--- config.mk ---
export PLATFORM = sky130hd
export DESIGN_NAME = csa_add_sequencer_flat
export DESIGN_NICKNAME = d
export VERILOG_FILES = /design/src/rtl/csa_add_sequencer_if.sv /design/src/rtl/csa_add_sequencer.sv /design/src/flat_wrapper.sv
export SDC_FILE = /design/constraint.sdc
export NUM_CORES = 1
export LEC_CHECK = 0
export BUFFER_PORTS_ARGS = -buffer_cell sky130_fd_sc_hd__buf_2
export CAP_MARGIN = 15
export CORE_MARGIN = 5
export CORE_UTILIZATION = 35
export CTS_BUF_LIST = sky130_fd_sc_hd__clkbuf_4 sky130_fd_sc_hd__clkbuf_8
export DETAILED_ROUTE_END_ITERATION = 12
export SYNTH_ARGS = -nofsm -noshare
export SYNTH_HDL_FRONTEND = slang
export SYNTH_SLANG_ARGS = --single-unit
--- constraint.sdc ---
create_clock -name clk -period 3.65 [get_ports clk]
set_input_delay 0.365 -clock clk [delete_from_list [all_inputs] [get_ports clk]]
set_output_delay 0.365 -clock clk [all_outputs]
set_load 0.02 [all_outputs]
--- src/rtl/csa_add_sequencer_if.sv ---
// csa_add_sequencer_if: operand stream, adder link and result stream of the add sequencer
interface csa_add_sequencer_if #(
  parameter int WIDTH = 32,
  parameter int IDXW  = 2
);
  logic             in_valid;
  logic             in_ready;
  logic [WIDTH-1:0] in_a;
  logic [WIDTH-1:0] in_b;
  logic             in_cin;
  logic             in_first;
  logic             in_last;
  logic [WIDTH-1:0] add_a;
  logic [WIDTH-1:0] add_b;
  logic             add_cin;
  logic [WIDTH-1:0] add_sum;
  logic             add_cout;
  logic             out_valid;
  logic             out_ready;
  logic [WIDTH-1:0] out_sum;
  logic             out_cout;
  logic             out_last;
  logic [IDXW-1:0]  out_idx;
  logic             out_ovf;
  logic             err;
  modport slave (
    input  in_valid, in_a, in_b, in_cin, in_first, in_last, add_sum, add_cout, out_ready,
    output in_ready, add_a, add_b, add_cin, out_valid, out_sum, out_cout, out_last, out_idx, out_ovf, err
  );
  modport master (
    output in_valid, in_a, in_b, in_cin, in_first, in_last, add_sum, add_cout, out_ready,
    input  in_ready, add_a, add_b, add_cin, out_valid, out_sum, out_cout, out_last, out_idx, out_ovf, err
  );
endinterface

--- src/rtl/csa_add_sequencer.sv ---
// csa_add_sequencer: feeds chained operand words to the carry-skip adder; CSA_SEQ_OVF_EN enables signed overflow on final words
module csa_add_sequencer #(
  parameter int WIDTH  = 32,
  parameter int NWORDS = 4,
  parameter int IDXW   = 2
) (
  input logic clk,
  input logic rst,
  csa_add_sequencer_if.slave bus
);
  typedef enum logic [1:0] {IDLE, CALC, HOLD} state_t;
  localparam logic [IDXW-1:0] LAST_IDX = IDXW'(NWORDS - 1);
  state_t state_q, state_d;
  logic [WIDTH-1:0] a_q, b_q, sum_q;
  logic cin_q, cout_q, carry_q, last_q, out_last_q, err_q, started_q;
  logic [IDXW-1:0] cnt_q, idx_q, out_idx_q;
  logic accept, first_eff, last_eff;
  logic [IDXW-1:0] idx_w;
  assign accept    = bus.in_valid & (state_q == IDLE);
  assign first_eff = bus.in_first | ~started_q;
  assign idx_w     = first_eff ? '0 : cnt_q;
  assign last_eff  = bus.in_last | (idx_w == LAST_IDX);
  // State register
  always_ff @(posedge clk or posedge rst)
    if (rst) state_q <= IDLE;
    else state_q <= state_d;
  // Next state: accept in IDLE, one compute cycle, hold until downstream takes the result
  always_comb begin
    state_d = state_q;
    state_d = (state_q == IDLE && bus.in_valid) ? CALC :
              (state_q == CALC) ? HOLD :
              (state_q == HOLD && bus.out_ready) ? IDLE : state_q;
  end
  // Operand launch: registers adder inputs and chain bookkeeping on an accepted word
  always_ff @(posedge clk or posedge rst)
    if (rst) begin
      a_q <= '0; b_q <= '0; cin_q <= 1'b0; idx_q <= '0; last_q <= 1'b0;
      cnt_q <= '0; started_q <= 1'b0; err_q <= 1'b0;
    end else if (accept) begin
      a_q       <= bus.in_a;
      b_q       <= bus.in_b;
      cin_q     <= first_eff ? bus.in_cin : carry_q;
      idx_q     <= idx_w;
      last_q    <= last_eff;
      cnt_q     <= last_eff ? '0 : idx_w + IDXW'(1);
      started_q <= 1'b1;
      err_q     <= ((idx_w == LAST_IDX) & ~bus.in_last) | (err_q & ~bus.in_first);
    end
  // Result capture: sample the adder's combinational return in the compute cycle
  always_ff @(posedge clk or posedge rst)
    if (rst) begin
      sum_q <= '0; cout_q <= 1'b0; carry_q <= 1'b0; out_idx_q <= '0; out_last_q <= 1'b0;
    end else if (state_q == CALC) begin
      sum_q      <= bus.add_sum;
      cout_q     <= bus.add_cout;
      carry_q    <= bus.add_cout;
      out_idx_q  <= idx_q;
      out_last_q <= last_q;
    end
`ifdef CSA_SEQ_OVF_EN
  logic ovf_q;
  // Signed overflow of the most significant (final) word only
  always_ff @(posedge clk or posedge rst)
    if (rst) ovf_q <= 1'b0;
    else if (state_q == CALC)
      ovf_q <= last_q & (a_q[WIDTH-1] == b_q[WIDTH-1]) & (bus.add_sum[WIDTH-1] != a_q[WIDTH-1]);
  assign bus.out_ovf = ovf_q;
`else
  assign bus.out_ovf = 1'b0;
`endif
  assign bus.in_ready  = state_q == IDLE;
  assign bus.out_valid = state_q == HOLD;
  assign bus.add_a     = a_q;
  assign bus.add_b     = b_q;
  assign bus.add_cin   = cin_q;
  assign bus.out_sum   = sum_q;
  assign bus.out_cout  = cout_q;
  assign bus.out_last  = out_last_q;
  assign bus.out_idx   = out_idx_q;
  assign bus.err       = err_q;
endmodule

--- src/flat_wrapper.sv ---
// flat-port wrapper written by rule: the top's interface ports become plain ports
module csa_add_sequencer_flat 
#(
  parameter int WIDTH  = 32,
  parameter int NWORDS = 4,
  parameter int IDXW   = 2
)
  (clk, rst, bus_in_valid, bus_in_a, bus_in_b, bus_in_cin, bus_in_first, bus_in_last, bus_add_sum, bus_add_cout, bus_out_ready, bus_in_ready, bus_add_a, bus_add_b, bus_add_cin, bus_out_valid, bus_out_sum, bus_out_cout, bus_out_last, bus_out_idx, bus_out_ovf, bus_err);
  csa_add_sequencer_if #(.WIDTH(WIDTH), .IDXW(IDXW)) bus_i ();
  input logic clk;
  input logic rst;
  input wire logic [$bits(bus_i.in_valid)-1:0] bus_in_valid;
  input wire logic [$bits(bus_i.in_a)-1:0] bus_in_a;
  input wire logic [$bits(bus_i.in_b)-1:0] bus_in_b;
  input wire logic [$bits(bus_i.in_cin)-1:0] bus_in_cin;
  input wire logic [$bits(bus_i.in_first)-1:0] bus_in_first;
  input wire logic [$bits(bus_i.in_last)-1:0] bus_in_last;
  input wire logic [$bits(bus_i.add_sum)-1:0] bus_add_sum;
  input wire logic [$bits(bus_i.add_cout)-1:0] bus_add_cout;
  input wire logic [$bits(bus_i.out_ready)-1:0] bus_out_ready;
  output wire logic [$bits(bus_i.in_ready)-1:0] bus_in_ready;
  output wire logic [$bits(bus_i.add_a)-1:0] bus_add_a;
  output wire logic [$bits(bus_i.add_b)-1:0] bus_add_b;
  output wire logic [$bits(bus_i.add_cin)-1:0] bus_add_cin;
  output wire logic [$bits(bus_i.out_valid)-1:0] bus_out_valid;
  output wire logic [$bits(bus_i.out_sum)-1:0] bus_out_sum;
  output wire logic [$bits(bus_i.out_cout)-1:0] bus_out_cout;
  output wire logic [$bits(bus_i.out_last)-1:0] bus_out_last;
  output wire logic [$bits(bus_i.out_idx)-1:0] bus_out_idx;
  output wire logic [$bits(bus_i.out_ovf)-1:0] bus_out_ovf;
  output wire logic [$bits(bus_i.err)-1:0] bus_err;
  assign bus_i.in_valid = bus_in_valid;
  assign bus_i.in_a = bus_in_a;
  assign bus_i.in_b = bus_in_b;
  assign bus_i.in_cin = bus_in_cin;
  assign bus_i.in_first = bus_in_first;
  assign bus_i.in_last = bus_in_last;
  assign bus_i.add_sum = bus_add_sum;
  assign bus_i.add_cout = bus_add_cout;
  assign bus_i.out_ready = bus_out_ready;
  assign bus_in_ready = bus_i.in_ready;
  assign bus_add_a = bus_i.add_a;
  assign bus_add_b = bus_i.add_b;
  assign bus_add_cin = bus_i.add_cin;
  assign bus_out_valid = bus_i.out_valid;
  assign bus_out_sum = bus_i.out_sum;
  assign bus_out_cout = bus_i.out_cout;
  assign bus_out_last = bus_i.out_last;
  assign bus_out_idx = bus_i.out_idx;
  assign bus_out_ovf = bus_i.out_ovf;
  assign bus_err = bus_i.err;
  csa_add_sequencer #(.WIDTH(WIDTH), .NWORDS(NWORDS), .IDXW(IDXW)) u_core (.clk(clk), .rst(rst), .bus(bus_i));
endmodule
* After elaboration in Yosys (flattened, before gate mapping)
Cells that the tools add are included.
** Cells by class
- Add/sub/neg operators :: 1
- Equal/unequal tests :: 3
- Multiplexer cells :: 6
- Bitwise operators :: 9
- Reductions and logical operators :: 4
** Operator list (number)
- $mux 2 :: 5
- $eq 2x2->1 const B :: 2
- $and 1x1->1 :: 3
- $not 1->1 :: 3
- $or 1x1->1 :: 3
- $reduce_bool 3->1 :: 1
- $add 2x1->2 const B :: 1
- $eq 2x1->1 const B :: 1
- $logic_and 1x1->1 :: 2
- $logic_not 2->1 :: 1
- $mux 1 :: 1
** Storage, ports and cells
- Register bits after elaboration :: 110
- Output and inout port bits :: 105

* Logic depth before layout (Yosys ltp)
Gate-level depths: netlist of run 1.
- Word-level depth :: 6
- Depth in mapped cells :: 6

* Worst setup path before layout of run 1
No wires, ideal clock.
- Kind :: flip-flop to flip-flop
- Start point :: register u_core.state_q[1]
- End point :: register u_core.a_q[30] (netlist: u_core.bus.add_a[30])
- Data arrival time :: 1.220 ns
- Path slack :: 2.313 ns
- Cell stages (with the launch flop) :: 6
- Cells stage by stage :: dfrtp_1 > or3b_1 > buf_6 > clkbuf_8 > nand2_1 > nand2_1
** On the way
- Longest elaborated chain between the ends :: 2
** RTL lines
- start, declared :: RTL line csa_add_sequencer.sv:13 : state_t state_q, state_d;
- start signal, assigned :: RTL line csa_add_sequencer.sv:26 : else state_q <= state_d;
- $logic_not 2->1 :: RTL line csa_add_sequencer.sv:19 : assign accept = bus.in_valid & (state_q == IDLE);
- $and 1x1->1 :: RTL line csa_add_sequencer.sv:19
- end signal, assigned :: RTL line csa_add_sequencer.sv:40 : a_q <= bus.in_a;
- end, declared :: RTL line csa_add_sequencer.sv:14 : logic [WIDTH-1:0] a_q, b_q, sum_q;
Every way passes these cells.
A chain may end at the register's enable or synchronous reset.

* Worst setup path after layout of run 1
- Start point :: register u_core.state_q[1]
- End point :: register u_core.err_q (netlist: u_core.bus.err)
** On the way
- Longest elaborated chain between the ends :: 2
** RTL lines
- $logic_not 2->1 :: RTL line csa_add_sequencer.sv:19
- $and 1x1->1 :: RTL line csa_add_sequencer.sv:19
- end signal, assigned :: RTL line csa_add_sequencer.sv:47 : err_q <= ((idx_w == LAST_IDX) & ~bus.in_last) | (err_q & ~bus.in_first);
- end, declared :: RTL line csa_add_sequencer.sv:15 : logic cin_q, cout_q, carry_q, last_q, out_last_q, err_q, started_q;
Every way passes these cells.

==> results of run 1 <==
registers in the layout (all words and copies together), names as in the netlist:
signal and count:
u_core.bus.out_last 1, u_core.bus.out_idx 2, u_core.last_q 1, u_core.bus.err 1, u_core.bus.add_cin 1, u_core.cnt_q 2, u_core.idx_q 2, u_core.bus.out_cout 1
u_core.started_q 1, u_core.bus.add_a 32, u_core.state_q 2, u_core.bus.out_sum 32, u_core.bus.add_b 32
cells in the mapped netlist:
library cell  number
nand2_1          200
dfrtp_1          110
mux2_2            36
buf_6             11
buf_4              5
buf_2              3
inv_1              3
and2_1             2
mux2_4             2
nor2_1             2
a21o_1             1
a32o_1             1
and2b_1            1
clkbuf_8           1
conb_1             1
ha_1               1
mux2i_1            1
nand2b_1           1
nand3_1            1
nor2b_1            1
nor3b_4            1
o21ai_1            1
o21ai_2            1
o31ai_1            1
or2b_1             1
or3b_1             1
metal layers:
layer  GRT usage (%)  vias up  routed length (um)  part of all wire [%]
li1                -     1623                   -                     -
met1            16.7     1575                4290                    42
met2            23.6      112                5000                    49
met3            4.82        6                 846                   8.3
met4            3.19        0                  74                  0.72
met5               0        -                   0                     0
critical path: stages (launching register included):
cell,delay [ns]
dfrtp_1,0.47
nor3b_4,0.77
buf_4,0.39
nand2_1,0.08
a32o_1,0.20
cell type report:
class	count	area [um2]
clock buffers	13	160
clock inverters	3	67.6
fillers	1183	6430
inverters	3	13.8
multi-input cells	257	1330
flip-flops and latches	110	2750
well taps	147	184
repair buffers	212	1070
cell families after synthesis:
logic type | after synthesis | synth area share (%)
simple gates | 211 | 19.4
fa+ha+maj | 1 | 0.292
other cells | 1 | 0.0875
mux | 39 | 10.4
flops | 110 | 64.2
buf+inv | 23 | 4.70
compound gates | 5 | 0.905
worst paths after layout:
| kind | startpoint | end | slack [ns] | cells after the start |
|---|---|---|---|---|
| min reg2reg | u_core.started_q$_DFFE_PP0P_ | u_core.started_q$_DFFE_PP0P_ | 0.47 | 1 |
| min | rst | u_core.bus.out_sum[9]$_DFFE_PP0N_ | 0.06 | 2 |
| min in group clk | bus_in_a[14] | u_core.bus.add_a[14]$_DFFE_PP0P_ | 0.19 | 3 |
| max reg2reg | u_core.state_q[1]$_DFFE_PP0P_ | u_core.bus.err$_DFFE_PP0P_ | 1.64 | 4 |
| max | u_core.state_q[1]$_DFFE_PP0P_ | u_core.bus.err$_DFFE_PP0P_ | 1.64 | 4 |
| max in group asynchronous | rst | u_core.bus.add_b[19]$_DFFE_PP0P_ | 2.68 | 3 |
where the power goes:
| group | internal [mW] | total, mW | leakage [nW] | switching [mW] |
|---|---|---|---|---|
| clock network | 0.430 | 0.818 | 0.114 | 0.388 |
| registers | 1.80 | 2.10 | 1.34 | 0.304 |
| logic | 0.868 | 2.34 | 1.70 | 1.47 |
| total | 3.10 | 5.26 | 3.16 | 2.16 |
==> flow_summary_export.csv, run 1 <==
group,metric,value,unit
outcome,status,"completed",
setup_path,worstPathMaxFanout,22,
die,die_height,121,um
route,postRouteAntennaNets,0,
global_route,gr-total-overflow,0,
sta,hold_violations,0,
die,rows,40,
sta,hold_ws,0.0591,ns
pwr,total_leakage_power,3.16,nW
cts,root_buffer,"clkbuf_8",
global_route,grt_pass1_vias,3428,
cells_and_area,drive_gt1_share,45.3,%
die,core_area,12000,um2
cells_and_area,layout_common_cells,"buf_2, nand2_1, dfrtp_1, mux2_2, clkbuf_8",
synthesis,ys_seq_area_share,64.2,%
synthesis,ys_top_cells_by_area,"dfrtp_1, nand2_1, mux2_2, buf_6, buf_4",
placed_design,dp_slack,1.59,ns
synthesis,synthesis.instances,390,
placed_design,hpwl,7600,um
synthesis,synth.distinct_cells,26,
cts,cts_tree,"yes",
route,route.detailed.drc,0,
sta,worst_slack,1.64,ns
cells_and_area,post-route-util,46.5,%
cts,cts.sinks,110,
global_route,grt_max_degree,47,
setup_path,start_kind,"flip-flop",
job,cap_violations,0,
placed_design,dp.cells,729,
synthesis,ys_ff_latch,110,
setup_path,worstPathArrival,2.25,ns
cts,cts_buffers,9,
global_route,grt_pass1_wl,16200,um
pwr,finalPower,5.26,mW
hold_path,hp-class,"in -> async",
pwr,power_density,942,nW/um2
sta,period_share,55.0,%
cts,post_cts_buffers,0,
cts,hold_buffers,0,
die,ioPinCount,209,
synthesis,synth_area_per_cell,11.0,um2
synthesis,ys_warn_count,0,
die,initial_core_util,35.7,%
placed_design,place_congestion,0.715,
setup_path,cp.required,3.90,ns
cts,h-tree-depth,3,
sta,fin_setup_tns,0,ns
route,via_count,3316,
cts,cts.reportedPaths.clkPinSlew,0.10,ns
sta,slew_viol_final,0,
cts,cts_resized,0,
sta,fmax,498,MHz
die,die_w,121,um
pwr,peakVddDrop,0.000305,V
sta,fin_crit,2.01,ns
cells_and_area,nNetsFinal,698,
setup_path,endpoint_kind,"flip-flop",
route,via_per_inst,4.45,
cells_and_area,syn2layout_area_growth,30.3,%
synthesis,syn_nets,495,
setup_path,crit_type,"reg -> reg",
cells_and_area,final_cells,745,
cts,clockBufferDepth,2,
cells_and_area,fin_area,5590,um2
cells_and_area,diodes,0,
die,die_area,14600,um2
sta,skew,0.0102,ns
sta,setup_viol,0,
sta,rsz0062_at_grt,"false",
synthesis,synth_largest_area_cell,"dfrtp_1",
cells_and_area,final_common_cell,"buf_2",
synthesis,synth_top_area_share,64.2,%
sta,tightest_slew,0.890,ns
placed_design,placed_area,5360,um2
cts,insertion_delay,0.35,ns
route,drt_iter0_drc,163,
placed_design,numPortBuffers,207,
global_route,antenna_found_initial,0,
global_route,track_usage,13.8,%
route,wl,10200,um
synthesis,synthesis.area,4290,um2
route,avgRoutedWirePerCell,13.7,um
sta,max-slew-margin-rel,40.7,%
route,firstDrtPassIters,4,
Power figures use the tool's default switching activity.
==> run 2: changes to the inputs <==
==> constraint.sdc (replaced) <==
create_clock -name clk -period 1.9 [get_ports clk]
set_input_delay 0.19 -clock clk [delete_from_list [all_inputs] [get_ports clk]]
set_output_delay 0.19 -clock clk [all_outputs]
set_load 0.02 [all_outputs]
==> flow_summary_export.csv, run 2 (same netlist as run 1, synthesis figures left out) <==
group,metric,value,unit
pwr,total_leakage_power,3.28,nW
cells_and_area,drive_gt1_share,43.6,%
cts,cts.reportedPaths.clkPinSlew,0.11,ns
die,initial_core_util,35.7,%
cts,cts.sinks,110,
cells_and_area,diodes,0,
route,postRouteAntennaNets,0,
placed_design,hpwl,7840,um
sta,tightest_slew,0.521,ns
route,drt_iter0_drc,220,
setup_path,ff2ff_path_depth,4,
pwr,peakVddDrop,0.000652,V
cts,cts_buffers,9,
cts,clockBufferDepth,2,
setup_path,cp.required,2.14,ns
cts,cts_tree,"yes",
die,die_area,14600,um2
hold_path,min_path_cells,3,
sta,slew_viol_final,0,
outcome,status,"completed",
hold_path,hold-path-endpoint,"u_core.bus.add_b[26]$_DFFE_PP0P_",
placed_design,numPortBuffers,207,
route,wl,10700,um
setup_path,worstPathArrival,1.85,ns
die,ioPinCount,209,
route,wl_met3,952,um
hold_path,hp-class,"in -> reg",
route,via_per_inst,4.44,
sta,rsz0062_at_grt,"false",
cells_and_area,layout_common_cells,"buf_2, nand2_1, dfrtp_1, mux2_2, dlygate4sd3_1",
pwr,power_density,1710,nW/um2
cells_and_area,nNetsFinal,731,
setup_path,worstPathMaxFanout,46,
sta,setup_viol,0,
setup_path,r2r_setup_slack,0.29,ns
route,wl_met2,5160,um
cts,h-tree-depth,3,
sta,fin_crit,1.61,ns
cells_and_area,final_cells,778,
route,avgRoutedWirePerCell,13.8,um
global_route,gr-total-overflow,0,
cells_and_area,final_common_cell,"buf_2",
setup_path,r2r_start,"u_core.state_q[1]$_DFFE_PP0P_",
die,die_w,121,um
die,die_height,121,um
sta,max-slew-margin-rel,65.3,%
sta,fin_setup_tns,0,ns
cts,insertion_delay,0.37,ns
cells_and_area,syn2layout_area_growth,37.4,%
setup_path,path_cells,"or3b_2 > buf_4 > nand2_1 > o21ai_2",
route,firstDrtPassIters,4,
route,met1_length,4520,um
die,core_area,12000,um2
setup_path,crit_path_max_incr_delay,0.51,ns
sta,hold_ws,0.0183,ns
global_route,grt_max_degree,47,
setup_path,cp_slowest_cell,"or3b_2",
global_route,track_usage,15.0,%
setup_path,crit_type,"reg -> reg",
job,cap_violations,0,
global_route,grt_pass1_wl,17400,um
hold_path,min_from,"bus_in_b[26]",
route,route.detailed.drc,0,
setup_path,endpoint_kind,"flip-flop",
sta,skew,0.0141,ns
setup_path,start_kind,"flip-flop",
cells_and_area,fin_area,5890,um2
route,via_count,3452,
die,rows,40,
setup_path,r2r-end,"u_core.bus.add_cin$_DFFE_PP0P_",
placed_design,place_congestion,0.727,
global_route,antenna_found_initial,0,
sta,period_share,84.7,%
global_route,grt_pass1_vias,3594,
placed_design,placed_area,5400,um2
cts,root_buffer,"clkbuf_8",
route,highest_layer,"met4",
placed_design,dp.cells,733,
sta,hold_violations,0,
sta,fmax,622,MHz
## run 2: per-layer routing
layer	track usage, %	vias to the layer above
met2	25.0	128
met5	0	-
met3	5.33	10
met1	18.3	1636
met4	4.11	0
li1	-	1678
## run 2: metrics by stage
| step | setup WS (ns) | utilization (%) | power (mW) |
|---|---|---|---|
| floorplan | 0.381 | - | 7.19 |
| global placement | 0.338 | 45.0 | 8.61 |
| detailed placement | 0.317 | 45.0 | 8.74 |
| CTS | 0.300 | 48.8 | 10.2 |
| global route | 0.198 | 49.0 | 10.8 |
| finish | 0.291 | 49.0 | 10.1 |
## run 2: cell type report
class,count,area [um2]
sequential,110,2750
multi-input combinational,257,1330
clock buffer,9,124
timing repair buffer,245,1410
tap,147,184
fill,1134,6120
inverter,3,15.0
clock inverter,7,72.6
## run 2: power by group
group	internal, mW	switching [mW]
clock network	0.615	0.801
logic	1.75	2.86
registers	3.46	0.595
total	5.82	4.26
## run 2: critical path, delay by kind of cell (launching register included)
kind	cells	cell delay, ns
flops	1	0.47
compound gates	1	0.05
simple gates	2	0.65
buf+inv	1	0.30
## run 2: worst max path at each step
stage | from | endpoint | slack (ns) | depth (start not counted)
6_report | u_core.state_q[1]$_DFFE_PP0P_ | u_core.bus.add_cin$_DFFE_PP0P_ | 0.29 | 4
5_1_grt | u_core.state_q[1]$_DFFE_PP0P_ | u_core.bus.add_b[11]$_DFFE_PP0P_ | 0.20 | 4
4_1_cts | u_core.state_q[1]$_DFFE_PP0P_ | u_core.last_q$_DFFE_PP0P_ | 0.30 | 4
3_5_place_dp | u_core.state_q[1]$_DFFE_PP0P_ | u_core.bus.add_cin$_DFFE_PP0P_ | 0.32 | 4
3_3_place_gp | u_core.state_q[1]$_DFFE_PP0P_ | u_core.bus.add_cin$_DFFE_PP0P_ | 0.34 | 4
2_1_floorplan | rst | u_core.bus.add_a[0]$_DFFE_PP0P_ | 0.38 | 1
## run 2: timing repair
item                       4_1_cts  5_1_grt
setup endpoints to repair        0        0
setup buffers                    0        0
hold buffers                    26        3
hold endpoints to repair       122        3
gates resized for setup          0        0
